<file path="config.mk">
export PLATFORM = sky130hd
export DESIGN_NAME = pipe_hazard_ctrl
export DESIGN_NICKNAME = d
export VERILOG_FILES = /design/src/rtl/pipe_hazard_ctrl.sv
export SDC_FILE = /design/constraint.sdc
export NUM_CORES = 1
export LEC_CHECK = 0
export ABC_AREA = 1
export ABC_CLOCK_PERIOD_IN_PS = 4500
export BUFFER_PORTS_ARGS = -buffer_cell sky130_fd_sc_hd__buf_2
export CELL_PAD_IN_SITES_DETAIL_PLACEMENT = 1
export CELL_PAD_IN_SITES_GLOBAL_PLACEMENT = 1
export CORE_ASPECT_RATIO = 0.7
export CORE_UTILIZATION = 35
export CTS_BUF_LIST = sky130_fd_sc_hd__clkbuf_16
export CTS_CLUSTER_SIZE = 10
export DETAILED_ROUTE_END_ITERATION = 6
export PLACE_DENSITY = 0.77
export REMOVE_ABC_BUFFERS = 1
export SYNTH_ARGS = -nofsm -noshare
export SYNTH_HDL_FRONTEND = slang
export SYNTH_SLANG_ARGS = --single-unit
</file>
<file path="constraint.sdc">
create_clock -name clk -period 4.5 [get_ports clk]
set_input_delay 0 -clock clk [delete_from_list [all_inputs] [get_ports clk]]
set_output_delay 0 -clock clk [all_outputs]
set_load 0.005 [all_outputs]
</file>
<file path="src/rtl/pipe_hazard_ctrl.sv">
// pipe_hazard_ctrl
//   Hazard controller for a five-stage pipeline (IF, ID, EX, Mem, Wr).
//   It resolves RAW hazards by forwarding or stalling, and stalls the front
//   end while a multi-cycle EX operation runs. It redirects the PC on taken
//   branches and jumps, and counts stall and flush cycles.
//
//   Parameters
//     REG_AW  register-address width
//     MC_LAT  multi-cycle EX-op latency in cycles (3..15)
//     FWD_EN  1 = forward from Ex/Mem and Mem/Wr, 0 = stall on every RAW hazard
//     CNT_W   performance-counter width
//
//   Ports
//     clk, rst                        clock (rising edge), async active-high reset
//     rs_id, rt_id, use_rs_id/rt_id   sources of the instruction in ID
//     rs_ex, rt_ex                    sources of the instruction in EX
//     rd_ex/mem/wr, regwr_ex/mem/wr   write targets and write enables per stage
//     memtoreg_ex                     EX instruction is a load
//     mc_start_ex                     multi-cycle op present in EX
//     jump_id, branch_taken_mem       control-flow events
//     pc_stall, if_id_stall           hold PC / IF-ID register
//     if_id_flush, id_ex_flush,
//     ex_mem_flush                    load a bubble into the register
//     pc_src                          00 PC+4, 01 branch target, 10 jump target
//     fwd_a, fwd_b                    00 register, 01 Ex/Mem, 10 Mem/Wr
//     busy                            multi-cycle op in progress
//     stall_cnt, flush_cnt            saturating event counters
module pipe_hazard_ctrl #(
    parameter int REG_AW = 5,
    parameter int MC_LAT = 4,
    parameter int FWD_EN = 1,
    parameter int CNT_W  = 16
) (
    input  logic              clk,
    input  logic              rst,
    input  logic [REG_AW-1:0] rs_id,
    input  logic [REG_AW-1:0] rt_id,
    input  logic              use_rs_id,
    input  logic              use_rt_id,
    input  logic [REG_AW-1:0] rs_ex,
    input  logic [REG_AW-1:0] rt_ex,
    input  logic [REG_AW-1:0] rd_ex,
    input  logic [REG_AW-1:0] rd_mem,
    input  logic [REG_AW-1:0] rd_wr,
    input  logic              regwr_ex,
    input  logic              regwr_mem,
    input  logic              regwr_wr,
    input  logic              memtoreg_ex,
    input  logic              mc_start_ex,
    input  logic              jump_id,
    input  logic              branch_taken_mem,
    output logic              pc_stall,
    output logic              if_id_stall,
    output logic              if_id_flush,
    output logic              id_ex_flush,
    output logic              ex_mem_flush,
    output logic [1:0]        pc_src,
    output logic [1:0]        fwd_a,
    output logic [1:0]        fwd_b,
    output logic              busy,
    output logic [CNT_W-1:0]  stall_cnt,
    output logic [CNT_W-1:0]  flush_cnt
);

    typedef enum logic {RUN, MC} state_t;

    // The first stall cycle happens in RUN, so MC itself lasts MC_LAT-2 cycles.
    localparam logic [3:0] MC_LOAD = 4'(MC_LAT - 2);

    state_t     state, state_next;
    logic [3:0] cnt, cnt_next;
    logic       raw_hazard;

    function automatic logic [1:0] fwd_sel(input logic [REG_AW-1:0] src,
                                           input logic [REG_AW-1:0] dmem,
                                           input logic              wmem,
                                           input logic [REG_AW-1:0] dwr,
                                           input logic              wwr);
        if (wmem && (dmem != '0) && (dmem == src))
            return 2'b01;
        if (wwr && (dwr != '0) && (dwr == src))
            return 2'b10;
        return 2'b00;
    endfunction

    function automatic logic id_reads(input logic [REG_AW-1:0] rd,
                                      input logic [REG_AW-1:0] rs,
                                      input logic              ures,
                                      input logic [REG_AW-1:0] rt,
                                      input logic              uret);
        return (rd != '0) && ((ures && (rs == rd)) || (uret && (rt == rd)));
    endfunction

    function automatic logic [CNT_W-1:0] sat_inc(input logic [CNT_W-1:0] v,
                                                 input logic             en);
        if (en && (v != {CNT_W{1'b1}}))
            return v + CNT_W'(1);
        return v;
    endfunction

    always_comb begin
        if (FWD_EN != 0) begin
            fwd_a = fwd_sel(rs_ex, rd_mem, regwr_mem, rd_wr, regwr_wr);
            fwd_b = fwd_sel(rt_ex, rd_mem, regwr_mem, rd_wr, regwr_wr);
        end else begin
            fwd_a = 2'b00;
            fwd_b = 2'b00;
        end
    end

    // With forwarding only a load in EX is too late; without it any older
    // writer of an ID source forces a stall until it has retired.
    always_comb begin
        if (FWD_EN != 0) begin
            raw_hazard = memtoreg_ex && regwr_ex &&
                         id_reads(rd_ex, rs_id, use_rs_id, rt_id, use_rt_id);
        end else begin
            raw_hazard = (regwr_ex  && id_reads(rd_ex,  rs_id, use_rs_id, rt_id, use_rt_id)) ||
                         (regwr_mem && id_reads(rd_mem, rs_id, use_rs_id, rt_id, use_rt_id)) ||
                         (regwr_wr  && id_reads(rd_wr,  rs_id, use_rs_id, rt_id, use_rt_id));
        end
    end

    // Priority: taken branch > multi-cycle op > data hazard > jump.
    always_comb begin
        pc_stall     = 1'b0;
        if_id_stall  = 1'b0;
        if_id_flush  = 1'b0;
        id_ex_flush  = 1'b0;
        ex_mem_flush = 1'b0;
        pc_src       = 2'b00;
        state_next   = state;
        cnt_next     = cnt;
        if (branch_taken_mem) begin
            pc_src       = 2'b01;
            if_id_flush  = 1'b1;
            id_ex_flush  = 1'b1;
            ex_mem_flush = 1'b1;
            state_next   = RUN;
            cnt_next     = 4'd0;
        end else if (state == MC) begin
            pc_stall     = 1'b1;
            if_id_stall  = 1'b1;
            ex_mem_flush = 1'b1;
            cnt_next     = cnt - 4'd1;
            if (cnt == 4'd1)
                state_next = RUN;
        end else if (mc_start_ex) begin
            pc_stall     = 1'b1;
            if_id_stall  = 1'b1;
            ex_mem_flush = 1'b1;
            state_next   = MC;
            cnt_next     = MC_LOAD;
        end else if (raw_hazard) begin
            pc_stall     = 1'b1;
            if_id_stall  = 1'b1;
            id_ex_flush  = 1'b1;
        end else if (jump_id) begin
            pc_src       = 2'b10;
            if_id_flush  = 1'b1;
        end
    end

    assign busy = (state == MC);

    always_ff @(posedge clk or posedge rst) begin
        if (rst) begin
            state     <= RUN;
            cnt       <= 4'd0;
            stall_cnt <= '0;
            flush_cnt <= '0;
        end else begin
            state     <= state_next;
            cnt       <= cnt_next;
            stall_cnt <= sat_inc(stall_cnt, pc_stall);
            flush_cnt <= sat_inc(flush_cnt, if_id_flush);
        end
    end

endmodule

</file>
==> results of run 1 <==
==> registers in the layout (all words and copies together), names as in the netlist <==
name and cells:
cnt 4, stall_cnt 16, busy 1, flush_cnt 16
==> power by group <==
part	internal [W]	switching, W
clock network	0.000198	0.000134
registers	0.000375	0.0000706
logic	0.000121	0.000149
==> what timing repair did <==
| action | 4_1_cts | 5_1_grt |
|---|---|---|
| setup endpoints to repair | 0 | 0 |
| hold buffers | 1 | 0 |
| hold endpoints to repair | 37 | 0 |
==> area by class of cell <==
cell class,count,area (um2),share of cell area [%]
clock inverters,2,7.51,0.221
clock buffers,5,125,3.69
well taps,98,123,3.62
inverters,40,150,4.43
flip-flops and latches,37,926,27.3
multi-input cells,301,1600,47.1
repair buffers,91,463,13.7
==> metrics by stage <==
step                total power, W  util [%]  setup slack (ns)
floorplan                 0.000591         -              2.50
global placement          0.000706      43.8              2.10
detailed placement        0.000720      43.8              1.96
CTS                        0.00106      45.7              1.93
global route               0.00111      45.7              1.71
finish                     0.00105      45.7              1.95
==> worst max-delay path, delay by kind of cell, from the launching register on <==
kind	cells	cell delay [ns]
buffers and inverters	1	0.06
AOI/OAI and AO/OA	1	0.09
adders and majority gates	1	0.29
and+or+nand+nor	6	1.50
DFF	1	0.45
==> layer usage <==
metal / routed length (um) / vias up
met4: 74 / 0
met1: 4110 / 1365
met5: 0 / -
met3: 262 / 10
li1: - / 1406
met2: 3800 / 43
==> final timing paths <==
kind / endpoint / slack (ns) / depth (start not counted)
worst max-delay path: stall_cnt[14] / 1.95 / 9
worst min-delay path: cnt[0] / 0.10 / 4
worst max register to register: stall_cnt[14] / 1.95 / 9
worst min register to register: flush_cnt[15] / 0.54 / 2
max in group asynchronous: stall_cnt[7] / 3.72 / 4
min in group asynchronous: stall_cnt[4] / 0.42 / 4
==> cells in the mapped netlist (2+ instances only) <==
cell type and n:
buf_2 2, buf_4 5, dfrtp_1 37, ha_1 4, inv_1 38, nand2_1 125, nand2_2 2, nand2_4 2
nand3_1 48, nand3b_1 5, nand4_1 8, nor2_1 28, nor3_1 13, nor3_2 2, o21ai_0 3, o21ai_1 4
o22ai_1 2, xnor2_1 26, xor2_1 22
==> logic make-up (layout without fill, tap and decap cells) <==
kind of cell	after synthesis	after routing	synth area share (%)
compound gates	14	14	3.16
xor+xnor	48	48	15.4
fa+ha+maj	4	4	1.83
buf+inv	49	138	7.78
flops	37	37	33.9
simple gates	235	235	38.0
==> impl_metrics.py, run 1 <==
metrics = {
    "status": {
        "status": "completed",
    },
    "clock_network": {
        "root_buffer": "clkbuf_16",
        "clkLatencyLatePin_ns": 0.28,
        "clock-sinks": 37,
        "cts_tree": "built",
        "post_cts_buffers": 0,
        "cts_resized": 0,
        "clk_path_buf_depth": 2,
        "clkTransAtPathRegs_ns": 0.06,
        "cts_max_level": 2,
        "numCtsBuffers": 5,
    },
    "timing": {
        "fin_setup_tns_ns": 0,
        "period_share_pct": 56.6,
        "post-route-min-period_ns": 2.55,
        "tightest_slew_ns": 0.752,
        "slew_headroom_pct": 49.7,
        "timing.hold.ws_ns": 0.102,
        "finalSetupViolCount": 0,
        "rsz0062_at_grt": "false",
        "final_max_slew_viol_count": 0,
        "fin_skew_ns": 0.00910,
        "max_freq_mhz": 392,
        "finalHoldViolCount": 0,
    },
    "layout": {
        "drive_gt1_share_pct": 22.1,
        "fin_cells": 574,
        "insertedDiodeCount": 0,
        "mostFrequentLayoutCell": "nand2_1",
        "syn2layout_area_growth_pct": 24.0,
        "final_cell_mix": "nand2_1 (125), buf_2 (89), nand3_1 (48)",
        "finish.instance_area_mm2": 0.00339,
        "final.fill_count": 1011,
        "nNetsFinal": 526,
    },
    "grt": {
        "groute.usage.overall_pct": 21.8,
        "grt_overflow": 0,
        "antenna_found_initial": 0,
        "grt_pass1_wl_um": 14200,
        "use_met2_pct": 36.0,
        "grtUsageMet1_pct": 29.8,
        "grt_pass1_vias": 2912,
        "grt_start_max_net_pins": 38,
        "use_met3_pct": 3.53,
        "busiest_layer": "met2",
    },
    "run": {
        "cap_violations": 0,
    },
    "yosys": {
        "async_reset_ff_share_pct": 100,
        "yosysWarnings": 0,
        "synth_area_per_cell_um2": 7.06,
        "synth_ff_type": "dfrtp_1",
        "yosys-top-cells-area": "dfrtp_1 (34%), nand2_1 (17%), nand3_1 (8.8%)",
        "ys_types": 30,
        "synth_top_area_cell": "dfrtp_1",
        "seq_area_frac_synth_pct": 33.9,
        "netlist_area_mm2": 0.00273,
        "synth_top_area_share_pct": 33.9,
        "synthCells": 387,
        "synth_edf_count": 0,
        "yosys_register_bits": 37,
    },
    "worst_setup_path": {
        "crit_slowest_cell": "nand3_1",
        "path_cells": "ha_1 -> nand3_1 -> inv_1 -> nand2_1 -> nor3_2 -> nand2_1 -> nand3_1 -> nand2_1 -> o21ai_1",
        "r2r_start": "stall_cnt[0]",
        "worst-path-max-fanout": 20,
        "cp-end-kind": "register",
        "cp_slowest_stage_delay_ns": 0.65,
        "crit_start": "stall_cnt[0]",
        "cp.required_ns": 4.63,
        "crit_top_cell": "nand2_1",
        "critical_path_arrival_ns": 2.68,
        "startpoint_type": "register",
        "worstSetupPathType": "reg -> reg",
    },
    "power_and_ir_drop": {
        "p_per_area_mw_per_mm2": 309,
        "irDropWorstVdd_mv": 0.196,
        "cellLeakagePower_nw": 1.84,
    },
    "min_path": {
        "holdCritPathClass": "in -> reg",
        "min-delay-start": "mc_start_ex",
    },
    "detailed_routing": {
        "first_pass_iters": 4,
        "detail-route-antenna-nets": 0,
        "wl_per_cell_um": 14.4,
        "via_count": 2824,
        "drc_errors": 0,
        "drtIter0Drc": 96,
        "wirelength_um": 8250,
        "viasPerCell": 4.92,
    },
    "place": {
        "io_buffers": 89,
        "dp_hpwl_um": 6510,
        "placed_cells": 566,
        "gp_congestion": 0.822,
        "placed_cell_area_mm2": 0.00325,
    },
    "floorplan": {
        "design.core.area_mm2": 0.00742,
        "dieArea_mm2": 0.00817,
        "io_pins": 90,
        "std_cell_rows": 26,
        "start_util_pct": 36.9,
        "die_w_um": 108,
        "die_h_um": 75.9,
    },
}
(Power assumes the default switching activity.)
==> run 2: changes to the inputs <==
--- a/config.mk
+++ b/config.mk
@@ -6,16 +6,16 @@
 export NUM_CORES = 1
 export LEC_CHECK = 0
 export ABC_AREA = 1
-export ABC_CLOCK_PERIOD_IN_PS = 4500
+export ABC_CLOCK_PERIOD_IN_PS = 2200
 export BUFFER_PORTS_ARGS = -buffer_cell sky130_fd_sc_hd__buf_2
 export CELL_PAD_IN_SITES_DETAIL_PLACEMENT = 1
 export CELL_PAD_IN_SITES_GLOBAL_PLACEMENT = 1
 export CORE_ASPECT_RATIO = 0.7
-export CORE_UTILIZATION = 35
+export CORE_UTILIZATION = 32
 export CTS_BUF_LIST = sky130_fd_sc_hd__clkbuf_16
 export CTS_CLUSTER_SIZE = 10
 export DETAILED_ROUTE_END_ITERATION = 6
-export PLACE_DENSITY = 0.77
+export PLACE_DENSITY = 0.75
 export REMOVE_ABC_BUFFERS = 1
 export SYNTH_ARGS = -nofsm -noshare
 export SYNTH_HDL_FRONTEND = slang
==> constraint.sdc (replaced) <==
create_clock -name clk -period 2.2 [get_ports clk]
set_input_delay 0 -clock clk [delete_from_list [all_inputs] [get_ports clk]]
set_output_delay 0 -clock clk [all_outputs]
set_load 0.005 [all_outputs]
==> run 2 against run 1 <==
Clock skew up 0.0018 ns. Via count up 0.35%. Final cell count up 1.4%. Combinational power up 110%. Worst hold slack better by 0.033 ns. Register-to-register slack worse by 1.6 ns. Non-clock buffer count up 4. Global-route usage down 1.6 points. Critical path type unchanged. Largest power group unchanged. Highest routed layer unchanged.
==> impl_metrics.py, run 2 (same netlist as run 1, synthesis figures left out) <==
metrics = {
    "status": {
        "status": "completed",
    },
    "clock_network": {
        "clk_path_buf_depth": 2,
        "root_buffer": "clkbuf_16",
        "cts_resized": 0,
        "numCtsBuffers": 5,
        "clock-sinks": 37,
        "post_cts_buffers": 0,
        "cts_max_level": 2,
        "clkTransAtPathRegs_ns": 0.06,
        "cts_tree": "built",
        "clkLatencyLatePin_ns": 0.29,
    },
    "detailed_routing": {
        "wirelength_um": 8220,
        "viasPerCell": 4.87,
        "first_pass_iters": 4,
        "via_count": 2834,
        "detail-route-antenna-nets": 0,
        "drc_errors": 0,
        "wl_per_cell_um": 14.1,
        "drtIter0Drc": 91,
    },
    "worst_setup_path": {
        "cp_top_family": "simple AND/OR/NAND/NOR gates",
        "crit_slowest_cell": "dfrtp_1",
        "crit_start": "flush_cnt[0]",
        "r2r_cells": 9,
        "cp.required_ns": 2.42,
        "r2r_start": "flush_cnt[0]",
        "worst-path-buf-inv": 1,
        "startpoint_type": "register",
        "r2r_slack_ns": 0.32,
        "cp-end-kind": "register",
        "worst-path-max-fanout": 16,
        "path_cells": "ha_1 -> nand3_1 -> nor3_2 -> nand4_1 -> clkinv_1 -> nand2_4 -> nand2_4 -> nand2_1 -> nand2_1",
        "reg2reg_to": "flush_cnt[8]",
        "cp_slowest_stage_delay_ns": 0.43,
        "critical_path_arrival_ns": 2.10,
        "worstSetupPathType": "reg -> reg",
    },
    "floorplan": {
        "die_w_um": 112,
        "design.core.area_mm2": 0.00807,
        "std_cell_rows": 27,
        "dieArea_mm2": 0.00892,
        "die_h_um": 79.3,
        "start_util_pct": 33.9,
        "io_pins": 90,
    },
    "grt": {
        "groute.usage.overall_pct": 20.2,
        "antenna_found_initial": 0,
        "grt_start_max_net_pins": 38,
        "grt_pass1_vias": 2971,
        "grt_overflow": 0,
        "grt_pass1_wl_um": 14300,
    },
    "layout": {
        "final_cell_mix": "nand2_1 (125), buf_2 (89), nand3_1 (48)",
        "final.fill_count": 1072,
        "drive_gt1_share_pct": 22.9,
        "reg_top3": "flush_cnt x16, stall_cnt x16, cnt x4",
        "mostFrequentLayoutCell": "nand2_1",
        "syn2layout_area_growth_pct": 26.3,
        "multiInputGateArea_mm2": 0.00160,
        "insertedDiodeCount": 0,
        "post-route-util_pct": 42.8,
        "regArea_um2": 926,
        "nNetsFinal": 530,
    },
    "power_and_ir_drop": {
        "pwr-share-clk_pct": 35.7,
        "p_sw_share_pct": 32.1,
        "intPower_w": 0.00155,
        "p_per_area_mw_per_mm2": 660,
        "combPwrFrac_pct": 24.2,
        "switchingPower_w": 0.000731,
        "irDropWorstVdd_mv": 0.356,
        "seqPwrFrac_pct": 40.1,
        "cellLeakagePower_nw": 1.88,
    },
    "timing": {
        "timing.hold.ws_ns": 0.135,
        "fin_ws_ns": 0.318,
        "slew_headroom_pct": 56.1,
        "final_max_slew_viol_count": 0,
        "fin_skew_ns": 0.0109,
        "period_share_pct": 85.6,
        "post-route-min-period_ns": 1.88,
        "fin_setup_tns_ns": 0,
        "finalHoldViolCount": 0,
        "max_freq_mhz": 531,
        "finalSetupViolCount": 0,
        "tightest_slew_ns": 0.659,
        "rsz0062_at_grt": "false",
    },
    "place": {
        "io_buffers": 89,
        "gp_congestion": 0.868,
        "dp_hpwl_um": 6420,
        "post-place-ws_ns": 0.322,
    },
    "min_path": {
        "holdCritPathClass": "in -> reg",
        "hold_path_depth": 4,
        "min-delay-start": "branch_taken_mem",
        "min_to": "stall_cnt[10]",
    },
    "run": {
        "cap_violations": 0,
    },
}
run 2: changes by cell type in the layout (fill, tap and decap cells not counted):
| cell | before | now |
|---|---|---|
| bufinv_16 | 0 | 1 |
| buf_4 | 1 | 5 |
run 2: worst max path at each step:
stage / depth (start not counted) / end / slack, ns
after CTS: 9 / flush_cnt[8] / 0.31
final: 9 / flush_cnt[8] / 0.32
after detailed placement: 9 / flush_cnt[4] / 0.32
after floorplan: 9 / stall_cnt[13] / 0.20
after global routing: 9 / flush_cnt[1] / 0.09
after global placement: 10 / stall_cnt[13] / 0.44
run 2: final cells by class:
type	count	area share (%)
inverter	40	4.35
timing repair buffer	95	14.3
multi-input combinational	301	46.2
clock inverter	3	1.09
clock buffer	5	3.62
sequential	37	26.8
tap	101	3.66
run 2: routing by layer:
layer	up-vias	GRT usage (%)	part of all wire (%)
met2	50	34.7	46
met5	-	0	0
met3	7	4.20	4.0
met4	0	4.27	0.72
li1	1428	-	-
met1	1349	26.2	49
run 2: power groups by stage:
stage / registers (W) / clock network, W / logic (W)
6_report: 0.000913 / 0.000814 / 0.000552
3_5_place_dp: 0.000922 / 0 / 0.000553
3_3_place_gp: 0.000914 / 0 / 0.000536
5_1_grt: 0.000930 / 0.000865 / 0.000635
4_1_cts: 0.000911 / 0.000832 / 0.000558
2_1_floorplan: 0.000891 / 0 / 0.000318
run 2: worst reg2reg max path, stage by stage, from the launching register on:
cell and delay [ns]:
dfrtp_1 0.43, ha_1 0.23, nand3_1 0.18, nor3_2 0.20, nand4_1 0.17, clkinv_1 0.11, nand2_4 0.14, nand2_4 0.21
nand2_1 0.08, nand2_1 0.06
run 2: what timing repair did:
| action | in CTS | in global routing |
|---|---|---|
| hold endpoints to repair | 37 | 0 |
| hold buffers | 1 | 0 |
| setup endpoints to repair | 0 | 0 |
run 2: metrics by stage:
step	power, W	area, um2	std cells
finish	0.00228	3450	582
global route	0.00243	3450	582
CTS	0.00230	3450	582
detailed placement	0.00147	3280	573
global placement	0.00145	3280	573
floorplan	0.00121	2670	378
==> run 3: changes to the inputs <==
--- a/config.mk
+++ b/config.mk
@@ -5,14 +5,14 @@
 export SDC_FILE = /design/constraint.sdc
 export NUM_CORES = 1
 export LEC_CHECK = 0
-export ABC_AREA = 1
 export ABC_CLOCK_PERIOD_IN_PS = 2200
 export BUFFER_PORTS_ARGS = -buffer_cell sky130_fd_sc_hd__buf_2
 export CELL_PAD_IN_SITES_DETAIL_PLACEMENT = 1
 export CELL_PAD_IN_SITES_GLOBAL_PLACEMENT = 1
 export CORE_ASPECT_RATIO = 0.7
-export CORE_UTILIZATION = 32
+export CORE_UTILIZATION = 33
 export CTS_BUF_LIST = sky130_fd_sc_hd__clkbuf_16
+export CTS_CLUSTER_DIAMETER = 150
 export CTS_CLUSTER_SIZE = 10
 export DETAILED_ROUTE_END_ITERATION = 6
 export PLACE_DENSITY = 0.75
==> run 3 against run 2 <==
Die area shrank 19%. Flip-flop and latch count stayed put. Maximum frequency shrank 7.1%. Total power increased by 3.4%. Critical path depth shrank 3. Worst setup slack worse by 0.14 ns. Critical endpoint is now stall_cnt[1].
==> impl_metrics.py, run 3 <==
metrics = {
    "status": {
        "status": "completed",
    },
    "worst_setup_path": {
        "cp.required_ns": 2.37,
        "worst-path-max-fanout": 12,
        "worst-path-buf-inv": 0,
        "cp_slowest_stage_delay_ns": 0.44,
        "cp-end-kind": "register",
        "critical_path_arrival_ns": 2.19,
        "worstSetupPathType": "reg -> reg",
        "path_cells": "ha_1 -> nand2_1 -> nor3_1 -> a221oi_1 -> o21a_1 -> mux2_2",
        "startpoint_type": "register",
        "crit_slowest_cell": "o21a_1",
        "cp_top_family": "compound AO/OA/AOI/OAI gates",
    },
    "yosys": {
        "netlist_area_mm2": 0.00228,
        "synth_top_area_cell": "dfrtp_1",
        "yosys-top-cells-area": "dfrtp_1 (41%), xnor2_1 (16%), xor2_1 (8.1%)",
        "seq_area_frac_synth_pct": 40.6,
        "synth_ff_type": "dfrtp_1",
        "yosys_register_bits": 37,
        "ys_types": 39,
        "yosys-top-cells-count": "xnor2_1 (41), dfrtp_1 (37), xor2_1 (21), nand2_1 (15), and3_1 (13)",
        "async_reset_ff_share_pct": 100,
        "synth_area_per_cell_um2": 10.1,
        "synth_top_area_share_pct": 40.6,
        "synth_edf_count": 0,
        "yosysWarnings": 0,
        "synth.most_common_cell": "xnor2_1",
        "synthCells": 225,
    },
    "timing": {
        "finalSetupViolCount": 0,
        "fin_setup_tns_ns": 0,
        "period_share_pct": 92.1,
        "slew_headroom_pct": 65.0,
        "fin_ws_ns": 0.173,
        "fin_skew_ns": 0.00362,
        "post-route-min-period_ns": 2.03,
        "timing.hold.ws_ns": 0.0912,
        "tightest_slew_ns": 0.523,
        "rsz0062_at_grt": "false",
        "final_max_slew_viol_count": 0,
        "max_freq_mhz": 493,
        "finalHoldViolCount": 0,
    },
    "clock_network": {
        "cts_resized": 0,
        "clock-sinks": 37,
        "clk_path_buf_depth": 2,
        "numCtsBuffers": 5,
        "post_cts_buffers": 0,
        "clkLatencyLatePin_ns": 0.28,
        "clkTransAtPathRegs_ns": 0.06,
        "cts_tree": "built",
        "root_buffer": "clkbuf_16",
        "hold_buffers": 1,
        "cts_max_level": 2,
    },
    "power_and_ir_drop": {
        "cellLeakagePower_nw": 1.44,
        "irDropWorstVdd_mv": 0.378,
        "p_per_area_mw_per_mm2": 772,
    },
    "detailed_routing": {
        "via_count": 2070,
        "drc_errors": 0,
        "first_pass_iters": 4,
        "drtIter0Drc": 54,
        "viasPerCell": 4.98,
        "detail-route-antenna-nets": 0,
        "wirelength_um": 6350,
        "wl_per_cell_um": 15.3,
    },
    "layout": {
        "finish.instance_area_mm2": 0.00305,
        "final.fill_count": 788,
        "final_cell_mix": "buf_2 (89), xnor2_1 (41), dfrtp_1 (37)",
        "nNetsFinal": 373,
        "mostFrequentLayoutCell": "buf_2",
        "syn2layout_area_growth_pct": 33.8,
        "drive_gt1_share_pct": 35.8,
        "reg_top3": "flush_cnt x16, stall_cnt x16, cnt x4",
    },
    "place": {
        "gp_congestion": 0.759,
        "dp_hpwl_um": 5020,
        "io_buffers": 89,
        "placed_cell_area_mm2": 0.00287,
        "post-place-ws_ns": 0.165,
    },
    "grt": {
        "antenna_found_initial": 1,
        "groute.usage.overall_pct": 18.8,
        "grt_overflow": 0,
        "grt_pass1_vias": 2135,
        "grt_pass1_wl_um": 10600,
        "grt_start_max_net_pins": 38,
    },
    "run": {
        "cap_violations": 0,
    },
    "floorplan": {
        "design.core.area_mm2": 0.00646,
        "io_pins": 90,
        "dieArea_mm2": 0.00726,
        "die_h_um": 71.6,
        "die_w_um": 101,
        "start_util_pct": 35.3,
        "std_cell_rows": 24,
    },
    "min_path": {
        "holdCritPathClass": "in -> reg",
    },
}
[run 3: cell types whose count changed in the layout (fill, tap and decap cells not counted), moves of 5 or more]
cell,change
nor2_1,-19
xnor2_1,+15
nand3_1,-43
nand2_1,-110
o211ai_1,+9
inv_1,-35
nor3_1,-6
nor4_1,+7
o2111ai_1,+5
and3_1,+13
nand3b_1,-5
[run 3: stage by stage]
stage,power [W],utilization (%),cells
detailed placement,0.00156,44.5,406
finish,0.00236,47.3,416
global placement,0.00154,44.5,406
CTS,0.00240,47.2,415
global route,0.00251,47.2,415
floorplan,0.00126,-,216
[run 3: cell type report]
type	instances	area [um2]	area share, %
well taps	91	114	3.73
clock inverters	3	41.3	1.35
flip-flops and latches	37	926	30.3
clock buffers	5	125	4.10
diodes	1	2.50	0.0820
repair buffers	100	543	17.8
inverters	4	15.0	0.492
multi-input cells	175	1290	42.1
[run 3: power by group]
group / internal, W / leakage (nW) / switching [W] / total [W]
clock network: 0.000530 / 0.0775 / 0.000278 / 0.000809
logic: 0.000312 / 0.873 / 0.000273 / 0.000586
registers: 0.000810 / 0.486 / 0.000152 / 0.000962
[run 3: metal layers]
layer | wire, um | global-route usage [%] | up-vias | part of all wire, %
li1 | - | - | 1006 | -
met1 | 3140 | 26.4 | 1010 | 49
met2 | 2900 | 28.9 | 43 | 46
met3 | 224 | 4.49 | 11 | 3.5
met4 | 94 | 5.31 | 0 | 1.5
met5 | 0 | 0 | - | 0
[run 3: worst paths after layout]
path	from	to	slack, ns	cells after the start
setup / recovery	stall_cnt[0]	stall_cnt[1]	0.17	6
hold / removal	mc_start_ex	cnt[1]	0.09	3
setup reg to reg	stall_cnt[0]	stall_cnt[1]	0.17	6
hold reg to reg	stall_cnt[15]	stall_cnt[15]	0.51	1
max in group asynchronous	rst	flush_cnt[5]	1.48	4
min in group asynchronous	rst	flush_cnt[2]	0.38	4
[run 3: cells by family (layout without fill, tap and decap cells)]
| kind of cell | Yosys count | after routing | synth area share [%] |
|---|---|---|---|
| AOI/OAI and AO/OA | 29 | 29 | 10.5 |
| xor gates and xnor gates | 62 | 62 | 23.8 |
| adders and majority gates | 4 | 4 | 2.19 |
| buffers and inverters | 13 | 112 | 3.07 |
| DFF | 37 | 37 | 40.6 |
| muxes | 3 | 3 | 1.43 |
| other | 0 | 1 | 0 |
| and+or+nand+nor | 77 | 77 | 18.4 |
[run 3: tightest hold or removal path: stages]
cell      delay [ns]
buf_2           0.13
nor3_1          0.13
a211oi_1        0.07
